<file path="src/rtl/sl_pkg.sv">
// Shared definitions for the SL receiver host controller: receiver field
// positions, register map, interrupt bit positions and config FSM states.
package sl_pkg;

    localparam int unsigned CFG_PCE  = 0;
    localparam int unsigned CFG_BQL  = 1;
    localparam int unsigned CFG_BQH  = 6;
    localparam int unsigned CFG_MODE = 7;
    localparam int unsigned CFG_IRQM = 8;

    localparam int unsigned ST_WLC = 0;
    localparam int unsigned ST_WRP = 1;
    localparam int unsigned ST_WRF = 3;
    localparam int unsigned ST_PEF = 4;
    localparam int unsigned ST_LEF = 5;

    localparam logic [2:0] ADDR_CFG      = 3'd0;
    localparam logic [2:0] ADDR_STAT     = 3'd1;
    localparam logic [2:0] ADDR_DATA     = 3'd2;
    localparam logic [2:0] ADDR_IRQ_EN   = 3'd3;
    localparam logic [2:0] ADDR_IRQ_STAT = 3'd4;
    localparam logic [2:0] ADDR_ERR_CNT  = 3'd5;

    localparam int unsigned IRQ_WORD     = 0;
    localparam int unsigned IRQ_ERR      = 1;
    localparam int unsigned IRQ_CFG_DONE = 2;
    localparam int unsigned IRQ_CFG_ERR  = 3;

    localparam logic [15:0] CFG_RST_VAL = 16'h0010;

    typedef enum logic [1:0] {
        S_IDLE,
        S_CFG_REQ,
        S_CFG_DONE,
        S_CFG_FAIL
    } cfg_state_t;

    function automatic logic [7:0] sat_inc(input logic [7:0] v, input logic en);
        return (en && (v != 8'hFF)) ? v + 8'd1 : v;
    endfunction

endpackage

</file>
<file path="src/rtl/sl_sync_fifo.sv">
// Single-clock FIFO with first-word-fall-through head; DEPTH must be a power
// of two so the pointers wrap naturally.
module sl_sync_fifo #(
    parameter int unsigned WIDTH = 32,
    parameter int unsigned DEPTH = 4,
    localparam int unsigned AW   = (DEPTH > 1) ? $clog2(DEPTH) : 1
) (
    input  logic             clk,
    input  logic             rst_n,
    input  logic             push,
    input  logic [WIDTH-1:0] wdata,
    input  logic             pop,
    output logic [WIDTH-1:0] rdata,
    output logic             full,
    output logic             empty,
    output logic [AW:0]      level
);

    logic [WIDTH-1:0] r_mem [DEPTH];
    logic [AW-1:0]    r_wr_ptr;
    logic [AW-1:0]    r_rd_ptr;
    logic [AW:0]      r_cnt;

    always_ff @(posedge clk) begin
        if (push) begin
            r_mem[r_wr_ptr] <= wdata;
        end
    end

    always_ff @(posedge clk or negedge rst_n) begin
        if (!rst_n) begin
            r_wr_ptr <= '0;
            r_rd_ptr <= '0;
            r_cnt    <= '0;
        end else begin
            if (push) r_wr_ptr <= r_wr_ptr + 1'b1;
            if (pop)  r_rd_ptr <= r_rd_ptr + 1'b1;
            case ({push, pop})
                2'b10:   r_cnt <= r_cnt + 1'b1;
                2'b01:   r_cnt <= r_cnt - 1'b1;
                default: r_cnt <= r_cnt;
            endcase
        end
    end

    assign rdata = r_mem[r_rd_ptr];
    assign full  = (r_cnt == (AW+1)'(DEPTH));
    assign empty = (r_cnt == '0);
    assign level = r_cnt;

endmodule

</file>
<file path="src/rtl/sl_rx_host_ctrl.sv">
// Host-side controller for one SL receiver: register bus, config write
// sequencer, received-word FIFO, line error counters and interrupt.
module sl_rx_host_ctrl
    import sl_pkg::*;
#(
    parameter int unsigned CONFIG_WIDTH = 16,
    parameter int unsigned STATUS_WIDTH = 16,
    parameter int unsigned FIFO_DEPTH   = 4,
    parameter int unsigned CFG_TIMEOUT  = 1024
) (
    input  logic                    clk,
    input  logic                    rst_n,
    input  logic                    bus_sel,
    input  logic                    bus_wr,
    input  logic [2:0]              bus_addr,
    input  logic [31:0]             bus_wdata,
    output logic [31:0]             bus_rdata,
    output logic                    bus_ack,
    output logic                    irq,
    output logic [CONFIG_WIDTH-1:0] rx_wr_config,
    output logic                    rx_wr_enable,
    input  logic [STATUS_WIDTH-1:0] rx_status,
    input  logic [31:0]             rx_data,
    input  logic [CONFIG_WIDTH-1:0] rx_r_config,
    input  logic                    rx_changed
);

    localparam int unsigned LW = $clog2(FIFO_DEPTH) + 1;
    localparam int unsigned TW = $clog2(CFG_TIMEOUT + 1);

    cfg_state_t              r_state, w_state_nxt;
    logic [CONFIG_WIDTH-1:0] r_cfg;
    logic [TW-1:0]           r_tmo;
    logic                    r_cfg_err, r_ovf;
    logic [3:0]              r_irq_en, r_irq_stat;
    logic [7:0]              r_par, r_len, r_lev;
    logic [STATUS_WIDTH-1:0] r_last_status;

    logic w_rd, w_wr, w_cfg_wr, w_bq_bad, w_cfg_done, w_cfg_fail, w_wr_en;
    logic w_good, w_par, w_len, w_lev, w_push, w_pop, w_ovf, w_err_clr;
    logic w_full, w_empty, w_unused;
    logic [5:0]    w_bq;
    logic [3:0]    w_w1c, w_set;
    logic [LW-1:0] w_level;
    logic [31:0]   w_head, w_rdata;

    assign w_rd     = bus_sel & ~bus_wr;
    assign w_wr     = bus_sel & bus_wr;
    assign w_cfg_wr = w_wr && (bus_addr == ADDR_CFG);
    assign w_bq     = bus_wdata[CFG_BQH:CFG_BQL];
    assign w_bq_bad = (w_bq < 6'd8) || w_bq[0];
    assign w_unused = ^bus_wdata;

    always_ff @(posedge clk or negedge rst_n) begin
        if (!rst_n) r_state <= S_IDLE;
        else        r_state <= w_state_nxt;
    end

    // Match is checked before timeout so a readback arriving on the last cycle still succeeds.
    always_comb begin
        w_state_nxt = r_state;
        w_wr_en     = 1'b0;
        w_cfg_done  = 1'b0;
        w_cfg_fail  = 1'b0;
        case (r_state)
            S_IDLE: if (w_cfg_wr) w_state_nxt = w_bq_bad ? S_CFG_FAIL : S_CFG_REQ;
            S_CFG_REQ: begin
                w_wr_en = 1'b1;
                if (rx_r_config == r_cfg)                  w_state_nxt = S_CFG_DONE;
                else if (r_tmo == TW'(CFG_TIMEOUT - 1))    w_state_nxt = S_CFG_FAIL;
            end
            S_CFG_DONE: begin
                w_cfg_done  = 1'b1;
                w_state_nxt = S_IDLE;
            end
            S_CFG_FAIL: begin
                w_cfg_fail  = 1'b1;
                w_state_nxt = S_IDLE;
            end
            default: w_state_nxt = S_IDLE;
        endcase
    end

    assign rx_wr_enable = w_wr_en;
    assign rx_wr_config = r_cfg;

    always_ff @(posedge clk or negedge rst_n) begin
        if (!rst_n) begin
            r_cfg     <= CONFIG_WIDTH'(CFG_RST_VAL);
            r_tmo     <= '0;
            r_cfg_err <= 1'b0;
        end else begin
            r_tmo <= (r_state == S_CFG_REQ) ? r_tmo + 1'b1 : '0;
            if (r_state == S_IDLE && w_cfg_wr) begin
                r_cfg     <= bus_wdata[CONFIG_WIDTH-1:0];
                r_cfg_err <= 1'b0;
            end else if (w_cfg_fail) begin
                r_cfg_err <= 1'b1;
            end
        end
    end

    assign w_good = rx_changed & rx_status[ST_WRF] & ~rx_status[ST_WLC] & ~rx_status[ST_PEF];
    assign w_par  = rx_changed & rx_status[ST_WRF] & rx_status[ST_PEF];
    assign w_len  = rx_changed & rx_status[ST_WRF] & rx_status[ST_WLC];
    assign w_lev  = rx_changed & rx_status[ST_LEF];
    assign w_pop  = w_rd && (bus_addr == ADDR_DATA) && !w_empty;
    // A pop in the same cycle frees the slot, so a full FIFO still takes the word.
    assign w_push = w_good && (!w_full || w_pop);
    assign w_ovf  = w_good && w_full && !w_pop;

    sl_sync_fifo #(
        .WIDTH (32),
        .DEPTH (FIFO_DEPTH)
    ) u_fifo (
        .clk   (clk),
        .rst_n (rst_n),
        .push  (w_push),
        .wdata (rx_data),
        .pop   (w_pop),
        .rdata (w_head),
        .full  (w_full),
        .empty (w_empty),
        .level (w_level)
    );

    assign w_w1c     = (w_wr && bus_addr == ADDR_IRQ_STAT) ? bus_wdata[3:0] : 4'b0;
    assign w_set     = {w_cfg_fail, w_cfg_done, (w_ovf | w_par | w_len | w_lev), w_push};
    assign w_err_clr = w_wr && (bus_addr == ADDR_ERR_CNT);

    always_ff @(posedge clk or negedge rst_n) begin
        if (!rst_n) begin
            r_irq_stat    <= '0;
            r_irq_en      <= '0;
            r_ovf         <= 1'b0;
            r_par         <= '0;
            r_len         <= '0;
            r_lev         <= '0;
            r_last_status <= '0;
            irq           <= 1'b0;
        end else begin
            r_irq_stat <= (r_irq_stat & ~w_w1c) | w_set;
            r_ovf      <= (r_ovf & ~w_w1c[IRQ_ERR]) | w_ovf;
            if (w_wr && bus_addr == ADDR_IRQ_EN) r_irq_en <= bus_wdata[3:0];
            if (rx_changed) r_last_status <= rx_status;
            r_par <= sat_inc(w_err_clr ? 8'h00 : r_par, w_par);
            r_len <= sat_inc(w_err_clr ? 8'h00 : r_len, w_len);
            r_lev <= sat_inc(w_err_clr ? 8'h00 : r_lev, w_lev);
            irq   <= |(r_irq_stat & r_irq_en);
        end
    end

    always_comb begin
        w_rdata = '0;
        case (bus_addr)
            ADDR_CFG:      w_rdata = 32'(rx_r_config);
            ADDR_STAT:     w_rdata = {16'(r_last_status), 4'b0, rx_status[ST_WRP], r_ovf,
                                      r_cfg_err, (r_state != S_IDLE), 3'b0, 5'(w_level)};
            ADDR_DATA:     w_rdata = w_empty ? 32'h0 : w_head;
            ADDR_IRQ_EN:   w_rdata = {28'b0, r_irq_en};
            ADDR_IRQ_STAT: w_rdata = {28'b0, r_irq_stat};
            ADDR_ERR_CNT:  w_rdata = {8'b0, r_lev, r_len, r_par};
            default:       w_rdata = '0;
        endcase
    end

    always_ff @(posedge clk or negedge rst_n) begin
        if (!rst_n) begin
            bus_ack   <= 1'b0;
            bus_rdata <= '0;
        end else begin
            bus_ack   <= bus_sel;
            bus_rdata <= w_rd ? w_rdata : '0;
        end
    end

endmodule

</file>
<file path="config.mk">
export PLATFORM = sky130hd
export DESIGN_NAME = sl_rx_host_ctrl
export DESIGN_NICKNAME = d
export VERILOG_FILES = /design/src/rtl/sl_pkg.sv /design/src/rtl/sl_sync_fifo.sv /design/src/rtl/sl_rx_host_ctrl.sv
export SDC_FILE = /design/constraint.sdc
export NUM_CORES = 1
export LEC_CHECK = 0
export ABC_CLOCK_PERIOD_IN_PS = 4000
export CAP_MARGIN = 20
export CORE_MARGIN = 10
export CORE_UTILIZATION = 55
export CTS_BUF_LIST = sky130_fd_sc_hd__clkbuf_8
export DETAILED_ROUTE_END_ITERATION = 7
export PLACE_DENSITY = 0.81
export SLEW_MARGIN = 20
export SYNTH_ARGS = -nofsm -noshare
export SYNTH_HDL_FRONTEND = slang
export SYNTH_HIERARCHICAL = 1
export SYNTH_SLANG_ARGS = --single-unit
</file>
<file path="constraint.sdc">
create_clock -name clk -period 4 [get_ports clk]
set_clock_uncertainty 0.1 [all_clocks]
set_input_delay 0.4 -clock clk [delete_from_list [all_inputs] [get_ports clk]]
set_output_delay 0.4 -clock clk [all_outputs]
set_load 0.02 [all_outputs]
</file>
==> summary by stage, run 1 <==
Run status
The flow ran to the end, and the final reports show no timing, DRC or antenna violations.

Clock tree
The number of hold buffers added after CTS was 1. The clock-pin transition on the worst setup and hold timing paths is roughly 0.060 ns. The buffers inserted during post-CTS setup optimization is 0. The cell sitting at the root of the clock tree is a sky130_fd_sc_hd__clkbuf_8. The post-cts resize count is 0.

The clock tree from TritonCTS is done. In this run the deepest clock path goes through 3 buffers. The insertion delay to the later sink of the worst-skew pair is 0.53 ns. The H-tree generated during clock tree synthesis spans 2 levels. The number of clock sinks seen by CTS is 248.

The number of clock buffers inserted by TritonCTS is 40.

Die
approximately 160 I/O pins were placed. Row generation in the floorplan step produced 49 rows. For this configuration, the core starts out at a cell density of 0.5648. The region available for standard cell placement spans 0.01815 mm^2. The floorplan step defined a die boundary enclosing 0.02450 mm^2.

The die is 156.5 um tall. The die outline width is 156.5 um.

Worst setup path
The endpoint type of the worst setup path is a flop. The worst setup path is launched from a flop. The number of cells on the critical path is 7. The required time at the worst-slack endpoint is 4.05 ns.

The endpoint identified for the worst register-to-register timing path is u_fifo/r_mem[3][15]$_DFFE_PP_. The setup check on the worst reg-to-reg path leaves a slack of 1.04 ns. The critical path contains buffers and inverters numbering 2 combined. Walking the worst path, the cells encountered are nor3_1 > or4b_2 > o21ai_1 > nor2b_1 > buf_4 > and2_1 > buf_4. Measured in cells, the most critical reg-to-reg path has a length of 7. The maximum fanout along the worst path is 32.

The delay of the slowest cell on the worst path is 0.73 ns. The setup path with the least slack is of type reg2reg. The standard cell with the maximum stage delay on the critical path is sky130_fd_sc_hd__or4b_2. The library cell appearing most often on the critical path is sky130_fd_sc_hd__buf_4.

The kind of cell adding the most delay to the critical path is simple AND/OR/NAND/NOR gates. The critical path arrival is 3.02 ns. The startpoint of the worst-slack reg-to-reg timing path is u_fifo/level[0]$_DFFE_PN0P_.

Synth
Yosys printed 6 warnings. The most used flip-flop cell after synthesis is sky130_fd_sc_hd__edfxtp_1. The unique cell type count in the Yosys netlist is 58.

Synthesis produced a netlist with a net count of 783. After technology mapping, the gate count stands at ~670. Counting flops with a built-in enable in the synthesized netlist gives 128.

The fraction of registers with async set or reset after synthesis is 0.4839. Of the synthesized area, sequential elements account for 0.6681. The share of synthesized area in the top cell type comes to 0.3750. The average instance in the mapped netlist occupies 15.25 um^2. After synthesis the netlist holds a flip-flop and latch count of 248.

The most frequent cell after synthesis is sky130_fd_sc_hd__edfxtp_1. The synthesized design spends more area on one cell type than any other, namely sky130_fd_sc_hd__edfxtp_1. After synthesis, the cell types taking the most area are sky130_fd_sc_hd__edfxtp_1, sky130_fd_sc_hd__dfrtp_1, sky130_fd_sc_hd__mux4_2. The combined area of all synthesized cells is 0.01025 mm^2. The commonest cells after synthesis are sky130_fd_sc_hd__edfxtp_1, sky130_fd_sc_hd__dfrtp_1, sky130_fd_sc_hd__nor2_1, sky130_fd_sc_hd__a22oi_1, sky130_fd_sc_hd__nand2_1.

STA
The max-slew violation total from the final report is 0. For this run, the top clock speed supported by timing is 0.3373 GHz. The final-report setup violation count is 0. At the pin with the least slew margin, the transition time is 0.9420 ns. The setup TNS is 0 ns. Headroom to the max-slew limit came out at 0.3720. Setup repair after global routing left no endpoint under its margin. The worst slack on hold paths is 0.3335 ns. Of the available clock period, the critical path in the final layout requires 0.7411. The post-layout minimum cycle time is between 2 and 3 ns. The total count of hold-check failures in the final report is 0.

Routing
The remaining antenna violation count is 0. The number of DRC violations after detailed-routing iteration 0 is 572. Dividing the detail-routed via count by the number of cells gives 5.955. After detailed routing, the average wire length per cell comes to around 22 um. After detailed routing, the total wire length is around 24000 um. Summing over every cut layer, the via total after detailed routing is 6515.

For this run, design rule violations remaining after detail routing come to 0. The first-pass detailed-route iteration total is 5.

Pwr
The analysis attributes to cell leakage a power of about 4.8 nW. Across the VDD grid, the largest voltage drop is 0.3516 mV. The power density over the cells is 547.2 mW/mm^2.

Place
The detailed placer's ending HPWL is around 16000 um. The count of buffers added on input and output ports is about 140. At the end of routability-driven placement, the weighted congestion stood at between 0.8 and 0.9.

Run
The tool flagged a number of max-cap violations equal to 0.

Layout
The count of fill cells added during filler insertion is around 1100. Relative to the synthesized area, the layout overhead comes to 23.53%. In the final design database the tool counted 943 nets. The fraction of layout cells with a size suffix above 1 is 0.1678.

Global routing
The first global-routing pass estimated 37200 um of wire. The number of global-route vias before repair is ~6800. The initial antenna violation count is 1. The sum of overflow across all layers after global routing is 0. The global routing usage summed across all routing layers is 0.1924. Entering global routing, the biggest net connects 53 pins.

Hold path
The type of the most critical hold path is in2async.
## cells by family (layout without fill, tap and decap cells)
group | Yosys count | after routing | synth area share
buf+inv | 52 | 244 | 0.02734
fa+ha+maj | 7 | 7 | 0.009277
compound gates | 115 | 115 | 0.07752
other cells | 0 | 1 | 0
mux | 69 | 69 | 0.1154
simple gates | 152 | 152 | 0.07764
xor+xnor | 29 | 29 | 0.02478
flops | 248 | 248 | 0.6681
## final cells by class
class	instances	area, um^2	area share
sequential	248	6849	0.5409
multi-input combinational	372	3129	0.2471
timing repair buffer	156	1529	0.1208
clock buffer	47	646.9	0.05109
tap	229	286.5	0.02263
clock inverter	27	166.4	0.01314
inverter	14	52.55	0.004150
antenna	1	2.502	0.0001976
## flip-flops by register name, indices dropped and copies added, names as in the netlist, 2 cells and up
name and cells:
bus_rdata 32, r_state 2, r_last_status 16, r_irq_stat 4, u_fifo/r_rd_ptr 2, r_par 8, r_tmo 11, u_fifo/r_mem 128
r_len 8, r_irq_en 4, u_fifo/r_wr_ptr 2, r_lev 8, rx_wr_config 16, u_fifo/level 3
## per-layer routing
metal  track usage  up-vias  wire, um
met3       0.05016       42      1939
met1        0.2552     3298      9764
met2        0.3074      272     11430
li1              -     2903         -
met5             0        -         0
met4       0.05753        0       416
## per-stage QoR
stage | cells | utilization | instance area (um^2) | power, W | setup slack, ns
2_1_floorplan | 672 | - | 10250 | 0.004268 | 0.8960
3_3_place_gp | 1018 | 0.6522 | 11840 | 0.004754 | 0.7071
3_5_place_dp | 1018 | 0.6522 | 11840 | 0.004822 | 0.6527
4_1_cts | 1093 | 0.6975 | 12660 | 0.006974 | 1.069
5_1_grt | 1093 | 0.6976 | 12660 | 0.007247 | 0.8994
6_report | 1094 | 0.6977 | 12660 | 0.006928 | 1.036
## layout by cell type (no fill, tap or decap), types with 7 or more instances in the layout
master / n
sky130_fd_sc_hd__mux2_2: 29
sky130_fd_sc_hd__nor2_1: 44
sky130_fd_sc_hd__and4_1: 8
sky130_fd_sc_hd__a31oi_1: 13
sky130_fd_sc_hd__nand3_1: 9
sky130_fd_sc_hd__nand2_1: 30
sky130_fd_sc_hd__a21oi_1: 22
sky130_fd_sc_hd__nand4_1: 10
sky130_fd_sc_hd__edfxtp_1: 128
sky130_fd_sc_hd__mux2_4: 8
sky130_fd_sc_hd__a22oi_1: 33
sky130_fd_sc_hd__nor2b_1: 7
sky130_fd_sc_hd__xor2_1: 7
sky130_fd_sc_hd__and3_1: 9
sky130_fd_sc_hd__buf_4: 17
sky130_fd_sc_hd__clkbuf_8: 47
sky130_fd_sc_hd__dfrtp_1: 118
sky130_fd_sc_hd__nor3_1: 9
sky130_fd_sc_hd__clkdlybuf4s50_1: 137
sky130_fd_sc_hd__mux4_2: 28
sky130_fd_sc_hd__xnor2_1: 22
sky130_fd_sc_hd__inv_1: 31
sky130_fd_sc_hd__o21ai_0: 13
sky130_fd_sc_hd__a222oi_1: 8
sky130_fd_sc_hd__and2_1: 7
## power by group
part           internal (W)  switching (W)  total, W  leakage, nW
clock network       0.00120       0.000950   0.00215        0.476
registers           0.00296       0.000329   0.00329         2.70
logic              0.000792       0.000693   0.00149         1.62
## worst max path at each step
stage | startpoint | endpoint | slack, ns
2_1_floorplan | bus_addr[1] | u_fifo/r_mem[0][0]$_DFFE_PP_ | 0.90
3_3_place_gp | bus_addr[2] | u_fifo/r_mem[3][13]$_DFFE_PP_ | 0.71
3_5_place_dp | bus_addr[2] | u_fifo/r_mem[3][14]$_DFFE_PP_ | 0.65
4_1_cts | u_fifo/level[0]$_DFFE_PN0P_ | u_fifo/r_mem[3][14]$_DFFE_PP_ | 1.07
5_1_grt | u_fifo/level[0]$_DFFE_PN0P_ | u_fifo/r_mem[3][14]$_DFFE_PP_ | 0.90
6_report | u_fifo/level[0]$_DFFE_PN0P_ | u_fifo/r_mem[3][15]$_DFFE_PP_ | 1.04
No activity file was read; power rests on OpenSTA's default activity.
==> run 2: changes to the inputs <==
- ABC_CLOCK_PERIOD_IN_PS: 4000 -> 2600
- CORE_UTILIZATION: 55 -> 51
- PLACE_DENSITY: 0.81 -> 0.79
- clock period: 4 -> 2.6 ns (I/O delays scaled with it)
==> run 2 against run 1 <==
Hold slack worse by 0.32 ns. Critical path type unchanged. Largest power group unchanged. Clock power increased by 34%. Total power grew 50%. First-iteration DRC count is 2.8% lower. Largest cell class unchanged.
==> summary by stage, run 2 (synthesis results as in run 1) <==
Run status
The run finished with clean final reports.

Worst setup path
The delay of the slowest cell on the worst path is 0.56 ns. The kind of cell adding the most delay to the critical path is simple AND/OR/NAND/NOR gates. Counting cells, the worst reg-to-reg path comes to 11. The required time at the worst-slack endpoint is 2.93 ns.

STA classifies the critical path startpoint as a flop. The number of cells on the critical path is 11. For this design, the slowest cell found on the critical path is sky130_fd_sc_hd__or4b_4. Walking the worst path, the cells encountered are nor3_1 > or4b_4 > o21ai_2 > nor2b_4 > inv_1 > ha_1 > inv_1 > fa_1 > xor2_1 > nor2_1 > xor2_1.

The endpoint type of the worst setup path is a flop. The critical path arrival is 2.75 ns. The slack of the worst reg-to-reg path is 0.17 ns. The startpoint of the worst-slack reg-to-reg timing path is u_fifo/level[1]$_DFFE_PN0P_. The maximum fanout along the worst path is 2.

The number of buffers and inverters on the critical path is 2. The end point of the critical path is u_fifo/level[2]$_DFFE_PN0P_. In this run the critical register-to-register path is captured at u_fifo/level[2]$_DFFE_PN0P_. The start-to-end type of the worst setup path is reg2reg. Tracing the worst setup path back leads to its startpoint at u_fifo/level[1]$_DFFE_PN0P_.

Place
The detailed placer's ending HPWL is about 17000 um. The count of buffers from port buffering is 138. Routability-driven placement finished with a final weighted congestion of around 0.87.

Clock tree
CTS placed an instance of sky130_fd_sc_hd__clkbuf_8 at the clock tree root. The H-tree was split into 2 levels. TritonCTS built the clock tree. The clock-pin transition on the worst setup and hold timing paths is roughly 0.060 ns. The clock net in this run drives a total of 248 sinks. The later pin in the worst-skew pair is clocked with a latency of between 0.5 and 0.6 ns. The clock passes through at most 3 buffers.

The number of clock buffers inserted by TritonCTS is 39.

Layout
The fraction of layout cells with a size suffix above 1 is 0.1914. In the final layout, the registers with the most flip-flops are u_fifo/r_mem x128, bus_rdata x32. The count of fill cells added during filler insertion is between 1000 and 1500.

Leaving out fill and tap cells, the most frequent cell in the layout is sky130_fd_sc_hd__clkdlybuf4s50_1. The flip-flop count of the largest register after layout is 128. The area growth from synthesis to layout is 25.74%. The area occupied by registers is ~0.007 mm^2.

In the final layout, the multi-input gates occupy ~0.0032 mm^2. At the end of the flow, the number of nets in the layout was 967. The register with the most flip-flops in the final layout is u_fifo/r_mem. Leaving out fill and tap cells, the most frequent cells in the layout are sky130_fd_sc_hd__clkdlybuf4s50_1, sky130_fd_sc_hd__edfxtp_1, sky130_fd_sc_hd__dfrtp_1, sky130_fd_sc_hd__nor2_1, sky130_fd_sc_hd__clkbuf_8.

Once layout is complete, the utilization of the core stands at 0.6579. The number of antenna repair diodes is 0.

Routing
The first-pass detailed-route iteration total is 7. The routed via count divided by cell count is 5.692. In the routed design, unresolved DRC markers number 0. The routed layout has 6534 vias.

The detailed router finished its first iteration with 556 violations. The detailed-route wire length per cell is 20.75 um. Once detail routing completed, the nets flagged for antenna violations numbered 0. Summed over all layers, the routed wires come to ~24000 um.

Pwr
In this run the power density over the cells is ~810 mW/mm^2. For this design the static power due to leakage is 4.889 nW. IR analysis of the VDD net gives a maximum drop of 0.4139 mV.

STA
In the finished design, the share of the clock period the worst path needs comes to 0.9329. Across all hold checks on the routed design, the worst slack comes to 0.01730 ns. The total count of hold-check failures in the final report is 0. Measured against its own limit, the worst slew margin works out to 0.5958.

At the pin with the least slew margin, the transition time is 0.6046 ns. Setup repair after global routing left no endpoint under its margin. Subtracting the final worst setup slack from the clock period gives approximately 2.4 ns. The max-slew violation total from the final report is 0. Setup violations remaining at the end of the flow were counted as 0.

Based on the critical path, the design can be clocked at up to 0.4123 GHz.

Global routing
The global routing usage summed across all routing layers is 0.1798. The sum of overflow across all layers after global routing is 0. The first-pass GRT wire length is 37610 um. Entering global routing, the biggest net connects 60 pins. The initial antenna violation count was 0. The number of global-route vias before repair came to 6793.

Die
The I/O pin count is 155. The die span in y is around 160 um. The full die area is between 0.02 and 0.03 mm^2. The starting density of the core is 0.5232. The core area is 0.01959 mm^2. The die outline width is 161.8 um.

In this run the core area contains 51 standard-cell rows.

Hold path
The type of the most critical hold path is in2async.

Run
Across the run, the number of max-cap violations was 0.
run 2: cell types whose count changed in the layout (fill, tap and decap cells not counted), sizes merged:
cell / previous run / this run
buf: 18 / 43
bufinv: 2 / 0
clkbuf: 47 / 41
clkinv: 6 / 10
clkinvlp: 2 / 0
diode: 1 / 0
run 2: timing repair:
| action | in CTS | in global routing |
|---|---|---|
| pin swaps | 0 | 2 |
| resized for setup | 1 | 2 |
| gates cloned | 0 | 0 |
| setup endpoints to repair | 1 | 2 |
| buffers inserted | 0 | 1 |
| hold buffers | 1 | 0 |
| endpoints found under the hold margin | 120 | 0 |
run 2: final cells by class:
| type | count | share of cell area |
|---|---|---|
| clock inverters | 27 | 0.009611 |
| repair buffers | 181 | 0.1410 |
| clock buffers | 41 | 0.04378 |
| inverters | 14 | 0.004077 |
| well taps | 265 | 0.02573 |
| multi-input cells | 372 | 0.2444 |
| flip-flops and latches | 248 | 0.5314 |
run 2: worst register-to-register path, stage by stage (launching register included):
cell and delay, ns:
sky130_fd_sc_hd__dfrtp_1 0.35, sky130_fd_sc_hd__nor3_1 0.07, sky130_fd_sc_hd__or4b_4 0.56, sky130_fd_sc_hd__o21ai_2 0.18
sky130_fd_sc_hd__nor2b_4 0.16, sky130_fd_sc_hd__inv_1 0.05, sky130_fd_sc_hd__ha_1 0.21, sky130_fd_sc_hd__inv_1 0.07
sky130_fd_sc_hd__fa_1 0.17, sky130_fd_sc_hd__xor2_1 0.17, sky130_fd_sc_hd__nor2_1 0.08, sky130_fd_sc_hd__xor2_1 0.14
run 2: worst min path at each step:
stage                                              end  depth (start not counted)
final                     rx_wr_config[15]$_DFFE_PN0P_                          2
after global routing      rx_wr_config[15]$_DFFE_PN0P_                          2
after CTS                 rx_wr_config[15]$_DFFE_PN0P_                          2
after detailed placement  rx_wr_config[15]$_DFFE_PN0P_                          1
after global placement    rx_wr_config[15]$_DFFE_PN0P_                          1
after floorplan                      bus_ack$_DFF_PN0_                          0
run 2: layer usage:
metal	wire, um	part of all wire	vias up	track usage
met1	9799	0.41	3269	0.2300
met3	1844	0.077	34	0.04828
met2	11760	0.49	275	0.2952
met5	0	0	-	0
met4	417	0.018	0	0.05211
li1	-	-	2956	-
run 2: metrics by stage:
step           worst slack [ns]  power, W  cell area (um^2)  std cells  TNS, ns
6_report                 0.1745   0.01041             12890       1148        0
5_1_grt                 0.02483   0.01090             12890       1148        0
4_1_cts                 0.01001   0.01048             12870       1147        0
3_5_place_dp            -0.2539  0.007562             12170       1078   -12.91
3_3_place_gp            -0.1768  0.007470             12170       1078   -8.647
2_1_floorplan          0.003700  0.006569             10260        672        0
run 2: power by group:
group | leakage, nW | internal (W) | switching (W)
Clock | 0.410 | 0.00147 | 0.00142
Sequential | 2.70 | 0.00456 | 0.000442
Combinational | 1.78 | 0.00136 | 0.00116
==> RTL change 1 (settings of run 1) <==
The parameter `CONFIG_WIDTH` goes from 16 to 14.
--- a/src/rtl/sl_rx_host_ctrl.sv
+++ b/src/rtl/sl_rx_host_ctrl.sv
@@ -3,7 +3,7 @@
 module sl_rx_host_ctrl
     import sl_pkg::*;
 #(
-    parameter int unsigned CONFIG_WIDTH = 16,
+    parameter int unsigned CONFIG_WIDTH = 14,
     parameter int unsigned STATUS_WIDTH = 16,
     parameter int unsigned FIFO_DEPTH   = 4,
     parameter int unsigned CFG_TIMEOUT  = 1024
Ports: changed (resized rx_r_config and rx_wr_config); port bits go from 155 to 151. No check against the original RTL was run, so the function may have changed too.
==> RTL change 1 against run 1 <==
- synthesized area decreased by 0.70%
- power decreased by 2.8%
- sequential cell count decreased by 2
- worst setup slack got worse by 0.027 ns
- design area decreased by 1.3%
- wire length increased by 1.6%
- clock power decreased by 9.8%
- count of clock-buffer cells in the layout decreased by 2
- maximum frequency decreased by 0.90%
- cell count decreased by 1.1%
- highest routed layer unchanged
==> RTL change 1: results <==
metrics = {
    "status": {
        "status": "finished, final reports clean",
    },
    "critical_path": {
        "r2r_setup_slack_ns": 1.01,
        "cpMaxStageDelayCell": "or4b_1",
        "arrival_ns": 3.10,
        "cp_slowest_stage_delay_ns": 0.58,
    },
    "synth": {
        "synth_adder_area_share_pct": 0.934,
        "synth_common_cells": "128 x edfxtp_1, 117 x dfrtp_1, 59 x nor2_1, 31 x nand2_1, 28 x mux4_2",
        "synth_cell_types": 59,
        "yosysTopAreaCellShare_pct": 37.8,
        "ys_seq_area_share_pct": 66.8,
        "synth_cells": 661,
        "synth-compound-area-share_pct": 7.08,
        "synth.area.mux_share_pct": 12.0,
    },
    "placement": {
        "place_ws_ns": 0.755,
    },
    "power_and_ir_drop": {
        "ir_drop_v": 0.000315,
        "p_leak_nw": 4.76,
    },
    "final_layout": {
        "top_regs": "u_fifo/r_mem x128, bus_rdata x32, r_last_status x16",
        "drive_gt1_share_pct": 17.2,
        "fin_nets": 935,
        "syn_to_final_growth_pct": 22.8,
    },
    "global_route": {
        "grt_pass1_wl_mm": 38.0,
        "antenna_found_initial": 0,
        "use_met1_pct": 24.7,
        "track_usage_pct": 19.8,
        "met3_usage_pct": 5.40,
        "grt_start_max_net_pins": 59,
        "use_met2_pct": 32.4,
    },
    "detailed_routing": {
        "drt_iter0_markers": 712,
        "wl_met3_mm": 2.04,
        "wl_met2_mm": 12.1,
        "wirelength_mm": 23.9,
    },
    "clock_tree": {
        "cts_buffers": 39,
    },
}
RTL change 1: power groups by stage:
stage	registers, W	logic (W)	clock network, W
after global placement	0.00330	0.00145	0
after floorplan	0.00325	0.00100	0
final	0.00329	0.00151	0.00194
after detailed placement	0.00333	0.00149	0
after CTS	0.00329	0.00150	0.00198
after global routing	0.00333	0.00161	0.00211
RTL change 1: cells by family after synthesis:
family | count (synthesis)
flops | 246
simple gates | 167
compound gates | 97
mux | 73
buf+inv | 42
xor+xnor | 29
fa+ha+maj | 7
RTL change 1: layout make-up:
| cell class | instances | area share [%] |
|---|---|---|
| flip-flops and latches | 246 | 54.4 |
| multi-input cells | 373 | 25.1 |
| repair buffers | 155 | 12.1 |
| clock buffers | 45 | 4.96 |
| well taps | 229 | 2.29 |
| clock inverters | 23 | 0.801 |
| inverters | 11 | 0.330 |
RTL change 1: repair_timing:
| item | 4_1_cts | 5_1_grt |
|---|---|---|
| hold buffers | 1 | 0 |
| hold endpoints to repair | 55 | 0 |
| buffers inserted | 0 | 0 |
==> RTL change 2 (settings of run 1) <==
Without the edit above. Register the output `irq` once more, without a reset; this adds one clock of latency there. The other outputs are not delayed to match.
--- a/src/rtl/sl_rx_host_ctrl.sv
+++ b/src/rtl/sl_rx_host_ctrl.sv
@@ -27,6 +27,8 @@
 
     localparam int unsigned LW = $clog2(FIFO_DEPTH) + 1;
     localparam int unsigned TW = $clog2(CFG_TIMEOUT + 1);
+
+    logic irq_s0;
 
     cfg_state_t              r_state, w_state_nxt;
     logic [CONFIG_WIDTH-1:0] r_cfg;
@@ -137,7 +139,7 @@
             r_len         <= '0;
             r_lev         <= '0;
             r_last_status <= '0;
-            irq           <= 1'b0;
+            irq_s0        <= 1'b0;
         end else begin
             r_irq_stat <= (r_irq_stat & ~w_w1c) | w_set;
             r_ovf      <= (r_ovf & ~w_w1c[IRQ_ERR]) | w_ovf;
@@ -146,7 +148,7 @@
             r_par <= sat_inc(w_err_clr ? 8'h00 : r_par, w_par);
             r_len <= sat_inc(w_err_clr ? 8'h00 : r_len, w_len);
             r_lev <= sat_inc(w_err_clr ? 8'h00 : r_lev, w_lev);
-            irq   <= |(r_irq_stat & r_irq_en);
+            irq_s0 <= |(r_irq_stat & r_irq_en);
         end
     end
 
@@ -174,5 +176,9 @@
         end
     end
 
+    always_ff @(posedge clk) begin
+        irq <= irq_s0;
+    end
+
 endmodule
 
Behaviour: not the same (a bounded check fails within 4 cycles, from zero or initial values and one cycle with rst_n low).
==> RTL change 2 against run 1 <==
- worst setup slack got worse by 0.088 ns
- sequential cell count rose by 1
- highest routed layer unchanged
- wire length rose by 0.52%
- synthesized area rose by 0.20%
- cell count fell by 0.46%
- power fell by 3.0%
- largest power group unchanged
- critical path depth rose by 3
- largest cell class unchanged
- die area rose by 0.17%
- design area fell by 0.83%
- global-route usage fell by 0.22 points
==> RTL change 2: results <==
metrics = {
    "global_route": {
        "grt_start_max_net_pins": 82,
        "grt_pass1_vias": 6773,
        "antenna_found_initial": 0,
        "track_usage_pct": 19.0,
        "use_met1_pct": 24.6,
        "use_met2_pct": 30.2,
        "grt_pass1_wl_mm": 36.8,
    },
    "detailed_routing": {
        "firstDrtPassIters": 6,
        "drt_iter0_markers": 558,
        "viasPerCell": 5.99,
        "wl_per_cell_um": 21.7,
    },
    "synth": {
        "ys_seq_area_share_pct": 66.9,
        "synthTopCellsByArea": "edfxtp_1 37%, dfrtp_1 29%, mux4_2 6.1%, mux2_2 3.2%, a22oi_1 2.4%",
        "synth_area_per_cell_sq_um": 15.3,
        "ys_async_sr_fraction_pct": 48.2,
        "synth_cell_types": 59,
    },
    "power_and_ir_drop": {
        "ir_drop_v": 0.000242,
        "p_leak_nw": 4.74,
    },
    "hold_path": {
        "holdPathStages": 0,
        "hold_class": "flip-flop to flip-flop",
        "hp-start": "irq_s0",
    },
    "final_layout": {
        "fill_cells": 1156,
        "fin_nets": 942,
        "instances_no_fill": 1089,
        "drive_gt1_share_pct": 15.8,
        "diodes": 0,
    },
    "clock_tree": {
        "cts_buffers": 39,
        "clock_tree.buffer_depth": 3,
        "clockRootBuffer": "clkbuf_8",
    },
    "status": {
        "status": "finished, final reports clean",
    },
    "timing": {
        "layout_setup_ws_ns": 0.947,
        "tightest_slew_ns": 0.966,
    },
    "placement": {
        "place_congestion": 0.876,
        "dp_hpwl_mm": 16.3,
        "place_ws_ns": 0.785,
    },
    "critical_path": {
        "timing.rr.start": "u_fifo/level[2]",
        "path_max_fanout": 9,
    },
}
## RTL change 2: cell count changes in the layout (fill, tap and decap cells not counted), sizes merged
cell	run 1	this run
clkinv	6	10
clkbuf	47	44
bufinv	2	0
clkinvlp	2	0
buf	18	17
dfxtp	0	1
diode	1	0
inv	31	30
## RTL change 2: worst max-delay path, delay by kind of cell (launching register included)
family,cells,cell delay (ns)
simple gates,3,1.04
flops,1,0.43
buf+inv,3,0.31
compound gates,2,0.46
fa+ha+maj,2,0.61
## RTL change 2: cell families after synthesis
family	count (synthesis)	synth area share, %
flip-flops	249	66.9
AND/OR/NAND/NOR	152	7.75
multiplexers	69	11.5
buffers and inverters	52	2.73
XOR/XNOR	29	2.47
AO/OA/AOI/OAI	115	7.74
adder cells (fa/ha/maj)	7	0.926
## RTL change 2: timing repair
item,CTS,global route
gates resized for setup,0,0
hold buffers,1,0
hold endpoints to repair,79,0
## RTL change 2: worst max-delay path by stage
| stage | to | startpoint |
|---|---|---|
| after floorplan | u_fifo/r_mem[0][0] | bus_addr[1] |
| after global placement | u_fifo/level[2] | bus_addr[1] |
| after detailed placement | u_fifo/level[1] | bus_addr[1] |
| after CTS | u_fifo/level[1] | u_fifo/level[0] |
| after global routing | u_fifo/level[1] | u_fifo/level[2] |
| final | u_fifo/level[1] | u_fifo/level[2] |
## RTL change 2: per-stage QoR
step	hold slack (ns)	instance area, sq um
after global placement	0.226	11800
after detailed placement	0.239	11800
after CTS	0.252	12600
after floorplan	0.00441	10300
after global routing	0.256	12600
final	0.247	12600
## RTL change 2: cell type report
cell class | count | share of cell area, %
clock inverters | 26 | 0.807
inverters | 14 | 0.418
clock buffers | 44 | 4.82
well taps | 229 | 2.28
multi-input cells | 372 | 24.9
flip-flops and latches | 249 | 54.7
repair buffers | 155 | 12.0
## RTL change 2: power by group
group	internal, W	total [W]	switching (W)
registers	0.00298	0.00330	0.000327
logic	0.000794	0.00149	0.000698
clock network	0.00100	0.00193	0.000926
## RTL change 2: layer usage
layer	vias to the layer above	part of all wire, %
met1	3315	40
met4	0	2.3
met3	43	9.0
met2	267	48
met5	-	0
li1	2899	-
